==> config.mk <==
export PLATFORM = sky130hd
export DESIGN_NAME = mem_access_ctrl_flat
export DESIGN_NICKNAME = d
export VERILOG_FILES = /design/src/rtl/mem_access_ctrl_if.sv /design/src/rtl/mem_access_ctrl.sv /design/src/flat_wrapper.sv
export SDC_FILE = /design/constraint.sdc
export NUM_CORES = 1
export LEC_CHECK = 0
export CAP_MARGIN = 5
export CELL_PAD_IN_SITES_DETAIL_PLACEMENT = 1
export CELL_PAD_IN_SITES_GLOBAL_PLACEMENT = 1
export CORE_MARGIN = 2
export CORE_UTILIZATION = 39
export CTS_BUF_LIST = sky130_fd_sc_hd__clkbuf_4 sky130_fd_sc_hd__clkbuf_8
export CTS_CLUSTER_DIAMETER = 80
export DETAILED_ROUTE_END_ITERATION = 6
export GPL_TIMING_DRIVEN = 0
export PLACE_DENSITY = 0.88
export RECOVER_POWER = 100
export REMOVE_ABC_BUFFERS = 1
export SYNTH_ARGS = -nofsm -noshare
export SYNTH_HDL_FRONTEND = slang
export SYNTH_SLANG_ARGS = --single-unit
==> constraint.sdc <==
create_clock -name Clk -period 4.7 [get_ports Clk]
set_input_delay 0.94 -clock Clk [delete_from_list [all_inputs] [get_ports Clk]]
set_output_delay 0.94 -clock Clk [all_outputs]
set_load 0.02 [all_outputs]
==> src/rtl/mem_access_ctrl_if.sv <==
// Request and data_mem bus bundle for mem_access_ctrl.
interface mem_access_ctrl_if #(
    parameter int unsigned ADDR_W = 32
);
    localparam int unsigned DATA_W = 32;

    // datapath request side
    logic              Req;
    logic              Wr;
    logic [1:0]        Size;
    logic              Unsigned;
    logic [ADDR_W-1:0] Addr;
    logic [DATA_W-1:0] WrData;
    logic              Busy;
    logic              Done;
    logic              Misalign;
    logic [DATA_W-1:0] RdData;

    // data_mem side
    logic [ADDR_W-1:0] Mem_Addr;
    logic              Mem_WrEn;
    logic [DATA_W-1:0] Mem_Din;
    logic [DATA_W-1:0] Mem_Dout;

    // controller view
    modport slave (
        input  Req, Wr, Size, Unsigned, Addr, WrData, Mem_Dout,
        output Busy, Done, Misalign, RdData, Mem_Addr, Mem_WrEn, Mem_Din
    );

    // datapath + memory environment view
    modport master (
        output Req, Wr, Size, Unsigned, Addr, WrData, Mem_Dout,
        input  Busy, Done, Misalign, RdData, Mem_Addr, Mem_WrEn, Mem_Din
    );
endinterface

==> src/rtl/mem_access_ctrl.sv <==
// Load/store controller in front of a word-only data_mem: byte/half loads
// with extension, byte/half stores by read-modify-write, alignment checks.
module mem_access_ctrl #(
    parameter int unsigned ADDR_W = 32
) (
    input  logic                Clk,
    input  logic                Rst_n,
    mem_access_ctrl_if.slave    bus
);
    localparam int unsigned DATA_W = 32;
    localparam logic [1:0]  SZ_B   = 2'b00;
    localparam logic [1:0]  SZ_H   = 2'b01;
    localparam logic [1:0]  SZ_W   = 2'b10;

    typedef enum logic [1:0] {
        IDLE = 2'b00,
        RD   = 2'b01,
        WR   = 2'b10,
        DONE = 2'b11
    } state_e;

    state_e            state_q, state_d;
    logic              wr_q, wr_d;
    logic [1:0]        size_q, size_d;
    logic              uns_q, uns_d;
    logic [1:0]        off_q, off_d;
    logic [15:0]       wdata_q, wdata_d;
    logic              misalign_q, misalign_d;
    logic [DATA_W-1:0] rd_data_q, rd_data_d;
    logic [ADDR_W-1:0] mem_addr_q, mem_addr_d;
    logic [DATA_W-1:0] mem_din_q, mem_din_d;

    logic              req_misaligned;
    logic [7:0]        lane_b;
    logic [15:0]       lane_h;
    logic [DATA_W-1:0] load_ext;
    logic [DATA_W-1:0] merged;

    // Alignment check on the incoming request.
    always_comb begin
        req_misaligned = 1'b0;
        case (bus.Size)
            SZ_B:    req_misaligned = 1'b0;
            SZ_H:    req_misaligned = bus.Addr[0];
            SZ_W:    req_misaligned = (bus.Addr[1:0] != 2'b00);
            default: req_misaligned = 1'b1;
        endcase
    end

    // Lane extraction/extension for loads and lane merge for sub-word stores.
    always_comb begin
        lane_b   = bus.Mem_Dout[{off_q, 3'b000} +: 8];
        lane_h   = bus.Mem_Dout[{off_q[1], 4'b0000} +: 16];
        load_ext = bus.Mem_Dout;
        merged   = bus.Mem_Dout;
        case (size_q)
            SZ_B: begin
                load_ext = {{24{~uns_q & lane_b[7]}}, lane_b};
                merged[{off_q, 3'b000} +: 8] = wdata_q[7:0];
            end
            SZ_H: begin
                load_ext = {{16{~uns_q & lane_h[15]}}, lane_h};
                merged[{off_q[1], 4'b0000} +: 16] = wdata_q;
            end
            default: begin
                load_ext = bus.Mem_Dout;
                merged   = bus.Mem_Dout;
            end
        endcase
    end

    // Next-state and datapath register updates.
    always_comb begin
        state_d    = state_q;
        wr_d       = wr_q;
        size_d     = size_q;
        uns_d      = uns_q;
        off_d      = off_q;
        wdata_d    = wdata_q;
        misalign_d = misalign_q;
        rd_data_d  = rd_data_q;
        mem_addr_d = mem_addr_q;
        mem_din_d  = mem_din_q;
        case (state_q)
            IDLE: begin
                if (bus.Req) begin
                    wr_d    = bus.Wr;
                    size_d  = bus.Size;
                    uns_d   = bus.Unsigned;
                    off_d   = bus.Addr[1:0];
                    wdata_d = bus.WrData[15:0];
                    if (req_misaligned) begin
                        misalign_d = 1'b1;
                        state_d    = DONE;
                    end else begin
                        misalign_d = 1'b0;
                        mem_addr_d = {bus.Addr[ADDR_W-1:2], 2'b00};
                        if (bus.Wr && (bus.Size == SZ_W)) begin
                            mem_din_d = bus.WrData;
                            state_d   = WR;
                        end else begin
                            state_d   = RD;
                        end
                    end
                end
            end
            RD: begin
                if (wr_q) begin
                    mem_din_d = merged;
                    state_d   = WR;
                end else begin
                    rd_data_d = load_ext;
                    state_d   = DONE;
                end
            end
            WR: begin
                state_d = DONE;
            end
            DONE: begin
                misalign_d = 1'b0;
                state_d    = IDLE;
            end
            default: begin
                state_d = IDLE;
            end
        endcase
    end

    // State and datapath registers; reset aborts any operation in flight.
    always_ff @(posedge Clk or negedge Rst_n) begin
        if (!Rst_n) begin
            state_q    <= IDLE;
            wr_q       <= 1'b0;
            size_q     <= 2'b00;
            uns_q      <= 1'b0;
            off_q      <= 2'b00;
            wdata_q    <= 16'h0000;
            misalign_q <= 1'b0;
            rd_data_q  <= '0;
            mem_addr_q <= '0;
            mem_din_q  <= '0;
        end else begin
            state_q    <= state_d;
            wr_q       <= wr_d;
            size_q     <= size_d;
            uns_q      <= uns_d;
            off_q      <= off_d;
            wdata_q    <= wdata_d;
            misalign_q <= misalign_d;
            rd_data_q  <= rd_data_d;
            mem_addr_q <= mem_addr_d;
            mem_din_q  <= mem_din_d;
        end
    end

    // Status and write enable decode straight from the state register.
    assign bus.Busy     = (state_q != IDLE);
    assign bus.Done     = (state_q == DONE);
    assign bus.Mem_WrEn = (state_q == WR);
    assign bus.Misalign = misalign_q;
    assign bus.RdData   = rd_data_q;
    assign bus.Mem_Addr = mem_addr_q;
    assign bus.Mem_Din  = mem_din_q;
endmodule

==> src/flat_wrapper.sv <==
// flat-port wrapper written by rule: the top's interface ports become plain ports
module mem_access_ctrl_flat 
#(
    parameter int unsigned ADDR_W = 32
)
  (Clk, Rst_n, bus_Req, bus_Wr, bus_Size, bus_Unsigned, bus_Addr, bus_WrData, bus_Mem_Dout, bus_Busy, bus_Done, bus_Misalign, bus_RdData, bus_Mem_Addr, bus_Mem_WrEn, bus_Mem_Din);
  mem_access_ctrl_if #(.ADDR_W(ADDR_W)) bus_i ();
  input  logic Clk;
  input  logic Rst_n;
  input wire logic [$bits(bus_i.Req)-1:0] bus_Req;
  input wire logic [$bits(bus_i.Wr)-1:0] bus_Wr;
  input wire logic [$bits(bus_i.Size)-1:0] bus_Size;
  input wire logic [$bits(bus_i.Unsigned)-1:0] bus_Unsigned;
  input wire logic [$bits(bus_i.Addr)-1:0] bus_Addr;
  input wire logic [$bits(bus_i.WrData)-1:0] bus_WrData;
  input wire logic [$bits(bus_i.Mem_Dout)-1:0] bus_Mem_Dout;
  output wire logic [$bits(bus_i.Busy)-1:0] bus_Busy;
  output wire logic [$bits(bus_i.Done)-1:0] bus_Done;
  output wire logic [$bits(bus_i.Misalign)-1:0] bus_Misalign;
  output wire logic [$bits(bus_i.RdData)-1:0] bus_RdData;
  output wire logic [$bits(bus_i.Mem_Addr)-1:0] bus_Mem_Addr;
  output wire logic [$bits(bus_i.Mem_WrEn)-1:0] bus_Mem_WrEn;
  output wire logic [$bits(bus_i.Mem_Din)-1:0] bus_Mem_Din;
  assign bus_i.Req = bus_Req;
  assign bus_i.Wr = bus_Wr;
  assign bus_i.Size = bus_Size;
  assign bus_i.Unsigned = bus_Unsigned;
  assign bus_i.Addr = bus_Addr;
  assign bus_i.WrData = bus_WrData;
  assign bus_i.Mem_Dout = bus_Mem_Dout;
  assign bus_Busy = bus_i.Busy;
  assign bus_Done = bus_i.Done;
  assign bus_Misalign = bus_i.Misalign;
  assign bus_RdData = bus_i.RdData;
  assign bus_Mem_Addr = bus_i.Mem_Addr;
  assign bus_Mem_WrEn = bus_i.Mem_WrEn;
  assign bus_Mem_Din = bus_i.Mem_Din;
  mem_access_ctrl #(.ADDR_W(ADDR_W)) u_core (.Clk(Clk), .Rst_n(Rst_n), .bus(bus_i));
endmodule
==> Flow_metrics.wiki <==
{| class="wikitable"
! Metric !! Value
|-
| Via count of the first global-routing pass || 6208
|-
| Status || complete, but fails checks
|-
| Register area share after synthesis || 47.8%
|-
| Least-Margin Pin Slew || 2240 ps
|-
| Number of optimization iterations in the first detailed-route pass || 5
|-
| Mean cell area of the mapped netlist || 10.3 µm²
|-
| Total Wirelength || 23400 µm
|-
| Number of synthesized flops with an enable pin || 0
|-
| Max-cap violations || 1
|-
| Hold Violations, Final || 0
|-
| Std-Cell Rows || 46
|-
| Violations in the final reports || capacitance limit, slew limit
|-
| Half-perimeter wire length of the detailed placement result || 17100 µm
|-
| H-tree levels || 4
|-
| Placeable core region || 15800 µm²
|-
| Kind of cell adding the most delay to the critical path || simple AND/OR/NAND/NOR gates
|-
| Largest net degree at the start of global routing || 83
|-
| Worst Setup Start Kind || register
|-
| Global router's overall resource usage || 27.4%
|-
| Complex-gate fraction of the synthesized area || 20.2%
|-
| Most common cell in the netlist || dfrtp_1
|-
| Proportion of synthesized area in mux cells || 10.6%
|-
| Number of setup violations in the final report || 0
|-
| Critical path buffers and inverters || 5
|-
| Number of antenna violations at the first check in global routing || 0
|-
| Share of synthesized cell area in and, or, nand and nor gates || 15.8%
|-
| Cell chosen for the clock root || clkbuf_8
|-
| Worst rel slew slack || -49.1%
|-
| Antenna Nets Post-Route || 0
|-
| Residual DRC count || 0
|-
| Cell variety after synth || 50
|-
| Routability congestion estimate from global placement || 0.878
|-
| Area leader, netlist || dfrtp_1
|-
| Number of placed cells counting well taps || 977
|-
| Synth-to-Final Area Change || 39.6%
|-
| Post-synthesis adder-cell area fraction || 1.81%
|-
| Maximum fanout count along the critical path || 41
|-
| Die boundary height || 130 µm
|-
| Critical Path, Cell by Cell || inv_1, ha_1, buf_12, inv_1, nor2_4, buf_12, or2_0, buf_16, o31ai_1
|-
| Sequential cell area in the final layout || 2980 µm²
|-
| Warnings, synthesis || 0
|-
| GRT overflow || 0
|-
| Number of buffers added to fix hold violations after cts || 0
|-
| Maximum clock rate || 265 MHz
|-
| Post-Synthesis Cells || 602
|-
| Unrepaired setup endpoints after global routing || false
|-
| Multi-input gate area in the final layout || 2970 µm²
|-
| Chip Width || 130 µm
|-
| Proportion of layout cells with a drive suffix above 1 || 13.0%
|-
| Initial DRC count || 556
|-
| Post-cts resize count || 0
|-
| Area of the die || 17000 µm²
|-
| Wire length of the first global-routing pass || 35100 µm
|-
| Final standard cell count with taps included and fillers excluded || 1009
|-
| Standby leakage power || 3.62 nW
|-
| #FFs+latches synth || 119
|-
| Master of the slowest instance on the critical path || or2_0
|-
| Clock-pin transition on the worst setup and hold timing paths || 70 ps
|-
| Max Clock Skew || 10.4 ps
|-
| TritonCTS Buffers || 17
|-
| Minimum clock period after layout || 3780 ps
|-
| Leading post-synthesis cells by instance count || 119 x dfrtp_1, 55 x mux2_2, 46 x o21ai_0
|-
| Asr flop ratio synth || 100%
|-
| Required time worst endpoint || 5040 ps
|-
| Path class of the lowest-slack min-delay path || reg -> reg
|-
| Diode count || 0
|-
| Setup Buffers After CTS || 0
|-
| Most frequently used flop master after synthesis || dfrtp_1
|-
| Main area contributors after synthesis || dfrtp_1 48%, mux2_2 9.9%, o21ai_0 3.7%, o31ai_2 2.6%, nand3_1 2.6%
|-
| Filler cell count in the final layout || 1791
|-
| WL per Instance || 23.2 µm
|-
| Proportion of netlist area held by the largest area contributor || 47.8%
|-
| Slew Limit Fails || 38
|-
| Parity-gate share of the synthesized area counting xor and xnor cells || 0%
|-
| CTS tree || built
|-
| Total vias in the final route || 5859
|-
| Max rail drop VDD || 0.276 mV
|-
| Combinational family with the most area after synthesis || compound AO/OA/AOI/OAI gates
|-
| Cell Pwr Density || 725 nW/µm²
|-
| Crit Path Class || reg -> reg
|-
| Num Clock Sinks || 119
|-
| Type of destination of the critical path || register
|-
| Crit share post-route || 80.4%
|-
| Fin nets || 893
|-
| Clock latency reported for the late side of the worst-skew pair || 470 ps
|-
| Port Buffer Count || 200
|-
| WP data arrival || 4110 ps
|-
| Starting density of the core || 39.5%
|-
| Slowest Stage Delay on Critical Path || 800 ps
|-
| I/O pin count || 203
|-
| Worst hold slack across all endpoints || 496 ps
|-
| Maximum buffer depth of the clock tree || 2
|-
| Vias per inst || 5.81
|-
| Cell area after synthesis || 6230 µm²
|}
-- placed cells by master (no fill, tap or decap), types with 8 or more instances in the layout --
master | synthesis | routed
ha_1 | 9 | 9
a21oi_1 | 26 | 26
clkdlybuf4s50_1 | 0 | 99
a221oi_1 | 16 | 16
o31ai_1 | 10 | 22
clkbuf_8 | 0 | 18
mux2_2 | 55 | 53
nand2b_1 | 24 | 24
nand2_1 | 42 | 42
dlygate4sd3_1 | 0 | 100
and3_1 | 8 | 8
o22ai_1 | 11 | 11
a22oi_1 | 16 | 16
dfrtp_1 | 119 | 118
o2bb2ai_1 | 8 | 8
nand3_1 | 32 | 32
nand4_1 | 10 | 10
o21ai_0 | 46 | 46
nor2_1 | 39 | 38
-- sequential cells by signal (all words and copies together) (netlist names) --
name	flops
u_core.size_q	2
u_core.wdata_q	16
u_core.bus.Misalign	1
u_core.wr_q	1
u_core.bus.Mem_Din	32
u_core.bus.Mem_Addr	30
u_core.state_q	2
u_core.off_q	2
u_core.uns_q	1
u_core.bus.RdData	32
-- cell families after synthesis --
| group | after synthesis |
|---|---|
| multiplexers | 59 |
| AND/OR/NAND/NOR | 185 |
| AO/OA/AOI/OAI | 175 |
| flip-flops | 119 |
| buffers and inverters | 54 |
| other | 1 |
| adder cells (fa/ha/maj) | 9 |
-- path summary, 6_finish.rpt --
kind                                         from                      end  slack [ps]  cells past startpoint
max                             u_core.state_q[1]    u_core.bus.Mem_Din[7]         920                      9
min                        u_core.bus.Mem_Din[21]   u_core.bus.Mem_Din[21]         500                      1
max reg2reg                     u_core.state_q[1]    u_core.bus.Mem_Din[7]         920                      9
min reg2reg                u_core.bus.Mem_Din[21]   u_core.bus.Mem_Din[21]         500                      1
max in group asynchronous                   Rst_n  u_core.bus.Mem_Addr[14]        2300                      1
min in group asynchronous                   Rst_n  u_core.bus.Mem_Addr[13]        1120                      1
-- power by group --
part,switching (mW),total (mW),internal [mW]
combinational,1.98,3.43,1.45
clock,0.432,0.870,0.439
sequential,0.473,2.01,1.53
total,2.88,6.30,3.42
-- metal layers --
metal	up-vias	wire length (µm)	global-route usage (%)	share of wire, %
met4	0	966	14.0	4.1
met1	2961	8960	33.2	38
met2	238	12000	46.6	51
li1	2590	-	-	-
met5	-	0	0	0
met3	70	1480	5.29	6.3
-- worst register-to-register path: cells and delay by family (launching register included) --
kind	cells	cell delay, ps
flops	1	420
simple gates	2	1410
compound gates	1	110
fa+ha+maj	1	600
buf+inv	5	1110
-- layout make-up --
class	instances	area share [%]
tap	216	3.11
inverter	7	0.302
multi-input combinational	430	34.1
clock buffer	21	3.11
clock inverter	10	0.935
timing repair buffer	206	24.2
sequential	119	34.3
-- stage by stage --
step	util, %	power, mW	worst slack, ps	instance area [µm²]	TNS (ps)
final	55.1	6.30	923	8700	0
after global routing	55.1	6.66	690	8700	0
after CTS	55.6	6.53	1490	8770	0
after detailed placement	53.4	5.63	1010	8410	0
after global placement	52.6	5.34	-2580	8300	-336710
after floorplan	-	3.93	-378	6030	-10620
(Power assumes the default switching activity.)
